$ cat config.mk
export PLATFORM = sky130hd
export DESIGN_NAME = fetch_unit
export DESIGN_NICKNAME = d
export VERILOG_FILES = /design/src/rtl/fetch_unit.sv
export SDC_FILE = /design/constraint.sdc
export NUM_CORES = 1
export LEC_CHECK = 0
export CAP_MARGIN = 20
export CORE_AREA = 3 3 137 139
export CTS_CLUSTER_DIAMETER = 60
export DETAILED_ROUTE_END_ITERATION = 16
export DIE_AREA = 0 0 140 142
export PLACE_DENSITY = 0.79
export SLEW_MARGIN = 20
export SYNTH_ARGS = -nofsm -noshare
export SYNTH_HDL_FRONTEND = slang
export SYNTH_SLANG_ARGS = --single-unit
$ cat constraint.sdc
create_clock -name clk_i -period 4.9 [get_ports clk_i]
set_clock_uncertainty 0.2 [all_clocks]
set_input_delay 0.98 -clock clk_i [delete_from_list [all_inputs] [get_ports clk_i]]
set_output_delay 0.98 -clock clk_i [all_outputs]
set_load 0.01 [all_outputs]
$ cat src/rtl/fetch_unit.sv
`default_nettype none
// ============================================================================
// Module      : fetch_unit
// Description : Fetch stage. Owns the fetch PC and runs a single-outstanding
//               request/acknowledge transaction against instruction memory.
//               It presents one instruction per cycle, with its PC and PC+4,
//               to the fetch/decode register. It honours stalls and redirects
//               and drops responses that were already in flight when a
//               redirect arrived.
// Revision    : 1.0 - initial release
// ============================================================================
module fetch_unit #(
    parameter int unsigned                ADDRESS_WIDTH = 32,
    parameter int unsigned                DATA_WIDTH    = 32,
    parameter logic [ADDRESS_WIDTH-1:0]   RESET_VECTOR  = '0
) (
    input  logic                         clk_i,
    input  logic                         rst_i,
    input  logic                         stallF_i,
    input  logic                         pc_srcE_i,
    input  logic [ADDRESS_WIDTH-1:0]     pc_targetE_i,
    output logic                         imem_req_o,
    output logic [ADDRESS_WIDTH-1:0]     imem_addr_o,
    input  logic                         imem_ack_i,
    input  logic [DATA_WIDTH-1:0]        imem_rdata_i,
    output logic [DATA_WIDTH-1:0]        rd_o,
    output logic [ADDRESS_WIDTH-1:0]     pcF_o,
    output logic [ADDRESS_WIDTH-1:0]     pc_plus4F_o,
    output logic                         validF_o,
    output logic                         busyF_o
);

    // IDLE: no transaction held; WAIT: live transaction; DROP: transaction
    // whose response must be thrown away because a redirect overtook it.
    typedef enum logic [1:0] {
        S_IDLE = 2'd0,
        S_WAIT = 2'd1,
        S_DROP = 2'd2
    } state_t;

    localparam logic [ADDRESS_WIDTH-1:0] c_PC_STEP = ADDRESS_WIDTH'(4);

    state_t                     r_state;
    state_t                     w_state_nxt;
    logic [ADDRESS_WIDTH-1:0]   r_pc;
    logic [ADDRESS_WIDTH-1:0]   w_pc_nxt;
    logic [ADDRESS_WIDTH-1:0]   r_addr;
    logic [ADDRESS_WIDTH-1:0]   w_addr_nxt;
    logic                       w_req;
    logic [ADDRESS_WIDTH-1:0]   w_req_addr;
    logic                       w_capture;
    logic                       w_space;

    logic [DATA_WIDTH-1:0]      r_rd;
    logic [ADDRESS_WIDTH-1:0]   r_pcF;
    logic [ADDRESS_WIDTH-1:0]   r_pc_plus4;
    logic                       r_valid;

    // Buffer can take a new instruction: empty, or being consumed this cycle.
    assign w_space = !r_valid || !stallF_i;

    // Next-state, next-PC and memory request decode.
    always_comb begin
        w_state_nxt = r_state;
        w_pc_nxt    = r_pc;
        w_addr_nxt  = r_addr;
        w_req       = 1'b0;
        w_req_addr  = r_pc;
        w_capture   = 1'b0;
        case (r_state)
            S_IDLE: begin
                // A redirect cycle never starts a transaction.
                w_req = w_space && !pc_srcE_i;
                if (pc_srcE_i) begin
                    w_pc_nxt = pc_targetE_i;
                end else if (w_req && imem_ack_i) begin
                    w_capture = 1'b1;
                    w_pc_nxt  = r_pc + c_PC_STEP;
                end else if (w_req) begin
                    w_addr_nxt  = r_pc;
                    w_state_nxt = S_WAIT;
                end
            end
            S_WAIT: begin
                w_req      = 1'b1;
                w_req_addr = r_addr;
                if (pc_srcE_i) begin
                    w_pc_nxt    = pc_targetE_i;
                    w_state_nxt = imem_ack_i ? S_IDLE : S_DROP;
                end else if (imem_ack_i) begin
                    w_capture   = 1'b1;
                    w_pc_nxt    = r_addr + c_PC_STEP;
                    w_state_nxt = S_IDLE;
                end
            end
            S_DROP: begin
                w_req      = 1'b1;
                w_req_addr = r_addr;
                if (pc_srcE_i) begin
                    w_pc_nxt = pc_targetE_i;
                end
                if (imem_ack_i) begin
                    w_state_nxt = S_IDLE;
                end
            end
            default: begin
                w_state_nxt = S_IDLE;
            end
        endcase
    end

    // State, fetch PC and held transaction address.
    always_ff @(posedge clk_i) begin
        if (rst_i) begin
            r_state <= S_IDLE;
            r_pc    <= RESET_VECTOR;
            r_addr  <= '0;
        end else begin
            r_state <= w_state_nxt;
            r_pc    <= w_pc_nxt;
            r_addr  <= w_addr_nxt;
        end
    end

    // Output buffer: redirect flushes, capture loads, consumption empties.
    always_ff @(posedge clk_i) begin
        if (rst_i) begin
            r_rd       <= '0;
            r_pcF      <= '0;
            r_pc_plus4 <= '0;
            r_valid    <= 1'b0;
        end else if (pc_srcE_i) begin
            r_valid <= 1'b0;
        end else if (w_capture) begin
            r_rd       <= imem_rdata_i;
            r_pcF      <= w_req_addr;
            r_pc_plus4 <= w_req_addr + c_PC_STEP;
            r_valid    <= 1'b1;
        end else if (!stallF_i) begin
            r_valid <= 1'b0;
        end
    end

    assign imem_req_o  = w_req && !rst_i;
    assign imem_addr_o = w_req_addr;
    assign rd_o        = r_rd;
    assign pcF_o       = r_pcF;
    assign pc_plus4F_o = r_pc_plus4;
    assign validF_o    = r_valid;
    assign busyF_o     = (r_state != S_IDLE);

endmodule
`default_nettype wire

After elaboration in Yosys (flattened, before gate mapping)

Cells that the tools add are included.

Bitwise logic cells: 2
$add $sub $neg: 3
Reduce and logical (&&, ||, !) cells: 17
Multiplexer cells: 22
Equal/unequal tests: 9

Operators with widths:

| cell                                                                     | count |
|---|---|
| 32-bit two-way mux                                                       | 6 |
| 32-bit by 3-bit adder with 32-bit output (second input constant)         | 3 |
| 32-bit one-hot mux with 3 select lines                                   | 1 |
| 2-bit two-way mux                                                        | 6 |
| 2-bit inequality test (second input constant)                            | 4 |
| 4-bit AND reduction                                                      | 2 |
| 1-bit two-way mux                                                        | 6 |
| 3-bit inequality test (second input constant)                            | 2 |
| 2-bit one-hot mux with 3 select lines                                    | 1 |
| 1-bit zero test                                                          | 4 |
| 1-bit one-hot mux with 2 select lines                                    | 2 |
| 2-bit OR reduction                                                       | 2 |
| 1-bit logical AND                                                        | 3 |
| 3-bit AND reduction                                                      | 1 |
| 3-bit nonzero test                                                       | 1 |
| 2-bit by 1-bit == test with 1-bit output (second input constant)         | 1 |
| 2-bit == test (second input constant)                                    | 1 |
| 2-bit zero test                                                          | 1 |
| 2-bit by 1-bit inequality test with 1-bit output (second input constant) | 1 |
| 1-bit NOT                                                                | 2 |
| 2-bit AND reduction                                                      | 1 |
| 2-bit nonzero test                                                       | 1 |
| 1-bit logical OR                                                         | 1 |

Input port bits: 69
Logic and storage cells: 60
Output and inout port bits: 131
Register bits: 163

Logic depth before layout (Yosys ltp)

Gate-level depths: netlist of the first run.

Word-level depth: 8
Depth in mapped cells: 13
Gate-level depth less buffers: 11

Worst setup path after synthesis of the first run

No wires, ideal clock.

Kind: reg-to-output
Start point: reg r_state[0]
End point: out imem_req_o
Data required time: 3720 ps
Slack: 1534 ps
Stages on the path, launching flop included: 10
Arrival: 2186 ps
Buffers on the path: 6
Cell sequence: dfxtp_1 > inv_1 > ha_1 > buf_4 > buf_6 > buf_2 > buf_2 > buf_2 > buf_1 > o21a_1

Word-level cells in the longest chain between the ends: 4
Elaborated cells between the ends (all ways): 6
Those cells by class: eq/ne (2); mux (1); reduce/logical (3)

Ends and longest elaborated chain:

| item                                                                      | RTL line | source |
|---|---|---|
| from (decl)                                                               | 43       | `state_t r_state;` |
| from (signal assigned)                                                    | 119      | `r_state <= w_state_nxt;` |
| 2-bit == test or 2-bit by 1-bit == test with 1-bit output (tied branches) | 70       | `case (r_state)` |
| 2-bit OR reduction (no source line)                                       | --       |  |
| 1-bit one-hot mux with 2 select lines *                                   | 70       |  |
| 1-bit logical AND *                                                       | 144      | `assign imem_req_o = w_req && !rst_i;` |
| to (decl)                                                                 | 22       | `output logic imem_req_o,` |

Every way passes the cells marked *; elsewhere a longest branch is shown, timed or not.

Final worst setup path of the first run

Start point: reg r_state[0]
End point: out imem_addr_o[12]

Word-level cells in the longest chain between the ends: 3
Elaborated cells between the ends (all ways): 4
Those cells by class: eq/ne (2); mux (1); reduce/logical (1)

Ends and longest elaborated chain:

| item                                                                      | RTL line | source |
|---|---|---|
| 2-bit == test or 2-bit by 1-bit == test with 1-bit output (tied branches) | 70       |  |
| 2-bit OR reduction (no source line) *                                     | --       |  |
| 32-bit two-way mux *                                                      | 70       |  |
| to (decl)                                                                 | 23       | `output logic [ADDRESS_WIDTH-1:0] imem_addr_o,` |

Marked as above.

==> impl_metrics.ini, run 1 <==
[sta]
period_share_pct = 89.7
setup_viol = 0
fmax_mhz = 228
slew_headroom_pct = 33.1
hold_viol = 0
worst-slew-pin-transition_ns = 0.994
rsz0062_at_grt = no
period_needed_ns = 4.39
tns_ns = 0
maxSlewViolCount = 0

[power_and_ir_drop]
leakage_nw = 4.04
p_sw_mw = 1.07
switching_share_pct = 30.4
seqPwrFrac_pct = 42.8
clkPwrFrac_pct = 37.1
comb_power_share_pct = 20.1
vdd_drop_max_v = 0.000263
p_int_mw = 2.44
powerDensity_nw_per_um2 = 305
power.total_mw = 3.50

[clock_tree]
cts_hold_buf = 0
clkSlewWorstSetupHoldPaths_ns = 0.07
root_buffer = clkbuf_16
clk_path_buf_depth = 2
cts_made_buffers = 17
insertion_delay_ns = 0.43
post_cts_buffers = 0
cts_resized = 0
cts_tree = done
h-tree-depth = 4
cts_sinks = 161

[yosys]
yosysSeqAreaShare_pct = 36.5
ys_async_sr_fraction_pct = 0
syn_inst = 1182
ys_ff_latch = 161
synth_ff_type = dfxtp_1
synth_fp_nets = 1258
synth_top_cell_by_area = dfxtp_1
synth_top_cell_area_share_pct = 36.5
synth_area_leaders = dfxtp_1, nand2_1, a21oi_1
synth_edf_count = 0
synth_warnings = 0
syn-cell-area_um2 = 8820
avgSynthCellArea_um2 = 7.47
synth_cell_types = 67

[detailed_routing]
postRouteAntennaNets = 0
drtIter0Drc = 963
wl_per_cell_um = 19.5
routed_wl_um = 30600
drc = 0
vias = 9624
drt-pass1-iter-count = 6
viasPerCell = 6.15

[finish]
nets = 1400
stdcell_area_um2 = 11500
n_fill_cell = 1529
area_growth_pct = 30.1
antenna_cells = 0
multiInputGateArea_um2 = 5040
drive_above_1_share_pct = 6.36
post-route-util_pct = 64.6
ff_latch_area_um2 = 3220

[worst_setup_path]
crit_path_max_fanout = 38
r2r-end = pc_plus4F_o[28]$_SDFFE_PP0P_
crit_path_start_kind = flip-flop
crit_slowest_cell = ha_2
r2r_setup_slack_ns = 0.89
cp_num_buf_inv = 3
cp_cell_sequence = inv_1 -> ha_2 -> mux2i_1 -> inv_1 -> clkdlybuf4s50_1
path_delay_family = adder cells
worst-path-stages = 5
slowest_delay_ns = 0.99
critPathKind = reg -> out
crit_top_cell = inv_1
worst_setup_path_end_kind = output pin
ff2ff_path_depth = 12
cp.required_ns = 3.72
r2r-start = r_state[0]$_SDFFE_PP0P_
crit_arrival_ns = 3.21

[worst_hold_path]
hold_path_startpoint = pc_plus4F_o[11]$_SDFFE_PP0P_
holdPathStages = 2
whs_endpoint = pc_plus4F_o[11]$_SDFFE_PP0P_
hp-class = reg -> reg

[placement]
placed_area_um2 = 10900
dp_hpwl_um = 22100
place_congestion = 1.01
port_buffers = 199

[die]
dieArea_um2 = 19900
start_util_pct = 49.6
core_region_area_um2 = 17800
die_w_um = 140
dieHeight_um = 142
rows = 49
pin_count = 200

[outcome]
status = finished, final reports clean

[global_routing]
antenna_found_initial = 0
grt-ovfl-total = 0
grt_pass1_vias = 8853
grt_pass1_wl_um = 47600
grt_max_degree = 72
grt_usage_pct = 29.5

[flow_run]
maxCapViolCount = 0
-- tightest hold or removal path: stages (launching register included) --
cell and delay (ns):
dfxtp_1 0.31, nand2_1 0.05, a21oi_1 0.05
-- final cells by class --
cell class | instances | area share, %
Multi-Input combinational cell | 881 | 43.9
Timing Repair Buffer | 227 | 19.4
Clock inverter | 12 | 1.09
Clock buffer | 19 | 3.86
Sequential cell | 161 | 28.1
Tap cell | 229 | 2.50
Inverter | 36 | 1.18
-- stage by stage --
stage / instances / worst slack (ns) / hold slack [ns]
6_report: 1565 / 0.506 / 0.250
5_1_grt: 1565 / 0.320 / 0.265
4_1_cts: 1565 / 0.505 / 0.252
3_5_place_dp: 1534 / 0.955 / 0.243
3_3_place_gp: 1534 / 1.04 / 0.239
2_1_floorplan: 1182 / 1.53 / 0.243
-- kinds of logic (layout without fill, tap and decap cells) --
group / after synthesis / in the layout / share of synthesized area (%)
buffers and inverters: 140 / 294 / 6.47
multiplexers: 33 / 33 / 3.87
flip-flops: 161 / 161 / 36.5
XOR/XNOR: 46 / 46 / 4.57
AND/OR/NAND/NOR: 504 / 504 / 26.7
adder cells (fa/ha/maj): 7 / 7 / 0.992
AO/OA/AOI/OAI: 291 / 291 / 20.9
-- cell usage after synthesis, drive strengths merged, types with 15 or more instances --
cell	number
nand4	31
a221oi	15
inv	36
nor3	45
nor4	17
dfxtp	161
nor2	76
clkbuf	79
buf	25
o21ai	53
xnor2	34
mux2i	24
nand3	51
a21oi	120
a211oi	34
nand2	233
-- layer usage --
| layer | global-route usage [%] | vias up | routed length (µm) |
|---|---|---|---|
| met5 | 0 | - | 0 |
| met4 | 12.4 | 0 | 1310 |
| met3 | 5.54 | 113 | 2400 |
| met2 | 50.1 | 509 | 14900 |
| met1 | 37.0 | 4536 | 12000 |
| li1 | - | 4466 | - |
-- cell usage in the layout, fill, tap and decap left out, types with 24 or more instances in the layout --
cell type,count
nand3_1,50
clkdlybuf4s50_1,198
a211oi_1,34
nand2_1,233
nor2_1,76
o21ai_0,32
dfxtp_1,161
mux2i_1,24
buf_4,27
xnor2_1,34
inv_1,34
a21oi_1,120
nor3_1,41
nand4_1,30
-- power groups by stage --
stage / sequential, mW / combinational (mW) / clock [mW]
CTS: 1.49 / 0.699 / 1.32
floorplan: 1.48 / 0.392 / 0
finish: 1.50 / 0.703 / 1.30
global route: 1.51 / 0.761 / 1.37
detailed placement: 1.52 / 0.693 / 0
global placement: 1.52 / 0.686 / 0
-- worst max-delay path by stage --
stage / startpoint / to
6_report: r_state[0]$_SDFFE_PP0P_ / imem_addr_o[12]
5_1_grt: r_state[0]$_SDFFE_PP0P_ / imem_addr_o[18]
4_1_cts: r_state[0]$_SDFFE_PP0P_ / imem_addr_o[12]
3_5_place_dp: r_state[0]$_SDFFE_PP0P_ / pc_plus4F_o[22]$_SDFFE_PP0P_
3_3_place_gp: r_state[0]$_SDFFE_PP0P_ / imem_addr_o[31]
2_1_floorplan: r_state[0]$_SDFFE_PP0P_ / imem_req_o
-- state kept, by name (all words and copies together) (netlist names) --
signal and cells:
pc_plus4F_o 30, rd_o 32, pcF_o 32, validF_o 1
r_pc 32, r_addr 32, r_state 2
Power figures use the tool's default switching activity.
==> run 2: changes to the inputs <==
--- a/config.mk
+++ b/config.mk
@@ -7,9 +7,9 @@
 export LEC_CHECK = 0
 export CAP_MARGIN = 20
-export CORE_AREA = 3 3 137 139
+export CORE_AREA = 3 3 145 133
 export CTS_CLUSTER_DIAMETER = 60
 export DETAILED_ROUTE_END_ITERATION = 16
-export DIE_AREA = 0 0 140 142
-export PLACE_DENSITY = 0.79
+export DIE_AREA = 0 0 148 136
+export PLACE_DENSITY = 0.78
 export SLEW_MARGIN = 20
 export SYNTH_ARGS = -nofsm -noshare
==> constraint.sdc (replaced) <==
create_clock -name clk_i -period 5.6 [get_ports clk_i]
set_clock_uncertainty 0.2 [all_clocks]
set_input_delay 1.12 -clock clk_i [delete_from_list [all_inputs] [get_ports clk_i]]
set_output_delay 1.12 -clock clk_i [all_outputs]
set_load 0.005 [all_outputs]
==> run 2 against run 1 <==
- routed wire length decreased by 2.0%
- largest power group unchanged
- sequential power decreased by 13%
- register-to-register slack improved by 0.70 ns
- critical endpoint is now imem_addr_o[19]
- sequential share of layout area increased by 0.18 points
- via count decreased by 1.8%
- total power decreased by 13%
- global-route usage decreased by 0.51 points
- highest routed layer unchanged
- core utilization decreased by 0.23 points
- critical path type unchanged
==> impl_metrics.ini, run 2 (synthesized netlist as in run 1, its figures left out) <==
[detailed_routing]
wl_per_cell_um = 19.1
viasPerCell = 6.04
drtIter0Drc = 965
drt-pass1-iter-count = 5
routed_wl_um = 29900
vias = 9451
drc = 0
postRouteAntennaNets = 0

[clock_tree]
cts_hold_buf = 0
clk_path_buf_depth = 2
cts_sinks = 161
clkSlewWorstSetupHoldPaths_ns = 0.06
post_cts_buffers = 0
h-tree-depth = 4
cts_made_buffers = 17
cts_tree = done
insertion_delay_ns = 0.42
cts_resized = 0
root_buffer = clkbuf_16

[global_routing]
grt_max_degree = 114
grt_pass1_vias = 8743
antenna_found_initial = 0
grt_pass1_wl_um = 47100
grt_usage_pct = 29.0
grt-ovfl-total = 0

[worst_hold_path]
holdPathStages = 2
hp-class = reg -> reg
whs_endpoint = pc_plus4F_o[19]$_SDFFE_PP0P_
hold_path_startpoint = pc_plus4F_o[19]$_SDFFE_PP0P_

[worst_setup_path]
crit_arrival_ns = 3.47
ff2ff_path_depth = 12
crit_path_max_fanout = 43
critPathKind = reg -> out
r2r-end = pc_plus4F_o[22]$_SDFFE_PP0P_
crit_path_start_kind = flip-flop
worst_setup_path_end_kind = output pin
r2r_setup_slack_ns = 1.59
cp.required_ns = 4.28
startpoint = r_state[1]$_SDFFE_PP0P_
r2r-start = r_state[1]$_SDFFE_PP0P_

[sta]
period_needed_ns = 4.79
worst-slew-pin-transition_ns = 1.03
maxSlewViolCount = 0
setup_viol = 0
fmax_mhz = 209
slew_headroom_pct = 30.8
rsz0062_at_grt = no
hold_viol = 0
tns_ns = 0
period_share_pct = 85.6

[die]
core_region_area_um2 = 17700
die_w_um = 148
dieArea_um2 = 20100
rows = 46
dieHeight_um = 136
pin_count = 200
start_util_pct = 49.8

[power_and_ir_drop]
power.total_mw = 3.04
powerDensity_nw_per_um2 = 266
leakage_nw = 3.98
vdd_drop_max_v = 0.000215

[finish]
area_growth_pct = 29.2
drive_above_1_share_pct = 5.66
antenna_cells = 0
n_fill_cell = 1568
ff_latch_area_um2 = 3220
multiInputGateArea_um2 = 5050
mostFrequentLayoutCell = nand2_1
layout_common_cells = nand2_1, clkdlybuf4s50_1, dfxtp_1
nets = 1388

[flow_run]
maxCapViolCount = 0

[outcome]
status = finished, final reports clean

[placement]
place_congestion = 0.974
port_buffers = 199
dp_hpwl_um = 21200
-- run 2: cell types whose count changed in the layout (fill, tap and decap cells not counted) --
cell      delta
buf_12       -1
buf_4       -12
clkbuf_2     +1
clkbuf_8     -1
clkinv_4     +2
clkinv_8     +1
inv_6        -1
nor3_1       -1
nor3_2       +1
-- run 2: worst max-delay path, cell delays in order (launching register included) --
cell and delay [ns]:
dfxtp_1 0.43, inv_1 0.10, ha_2 0.95, buf_4 0.45, mux2i_1 0.56, inv_1 0.08
clkdlybuf4s50_1 0.46
-- run 2: power breakdown --
group / total, mW / internal (mW) / switching (mW) / leakage (nW)
Combinational: 0.584 / 0.276 / 0.307 / 2.39
Clock: 1.15 / 0.626 / 0.520 / 0.272
Sequential: 1.31 / 1.21 / 0.0935 / 1.32
Total: 3.04 / 2.12 / 0.921 / 3.98
-- run 2: metrics by stage --
step                      instances  setup slack [ns]  hold WS [ns]  area, µm²  utilization [%]
after CTS                      1564             0.817         0.251      11400             64.3
after detailed placement       1532              1.27         0.242      10800             61.0
final                          1565             0.807         0.250      11400             64.3
after global placement         1532              1.37         0.240      10800             61.0
after floorplan                1182              2.13         0.243       8820                -
after global routing           1565             0.609         0.276      11400             64.3
-- run 2: worst max-delay path by stage --
stage,slack (ns),cells after the start,end
2_1_floorplan,2.13,9,imem_req_o
6_report,0.81,6,imem_addr_o[19]
4_1_cts,0.82,6,imem_addr_o[19]
3_3_place_gp,1.37,6,imem_addr_o[19]
3_5_place_dp,1.27,6,imem_addr_o[19]
5_1_grt,0.61,6,imem_addr_o[27]
-- run 2: cell type report --
cell class | instances | area share, %
Clock buffer | 18 | 3.76
Inverter | 36 | 1.18
Timing Repair Buffer | 215 | 18.6
Sequential cell | 161 | 28.3
Clock inverter | 14 | 1.32
Multi-Input combinational cell | 881 | 44.3
Tap cell | 240 | 2.63
-- run 2: layer usage --
| metal | global-route usage [%] | vias up | routed length [µm] |
|---|---|---|---|
| met1 | 38.6 | 4446 | 12300 |
| met4 | 9.34 | 0 | 852 |
| met3 | 6.20 | 72 | 2610 |
| met5 | 0 | - | 0 |
| li1 | - | 4435 | - |
| met2 | 47.2 | 498 | 14200 |
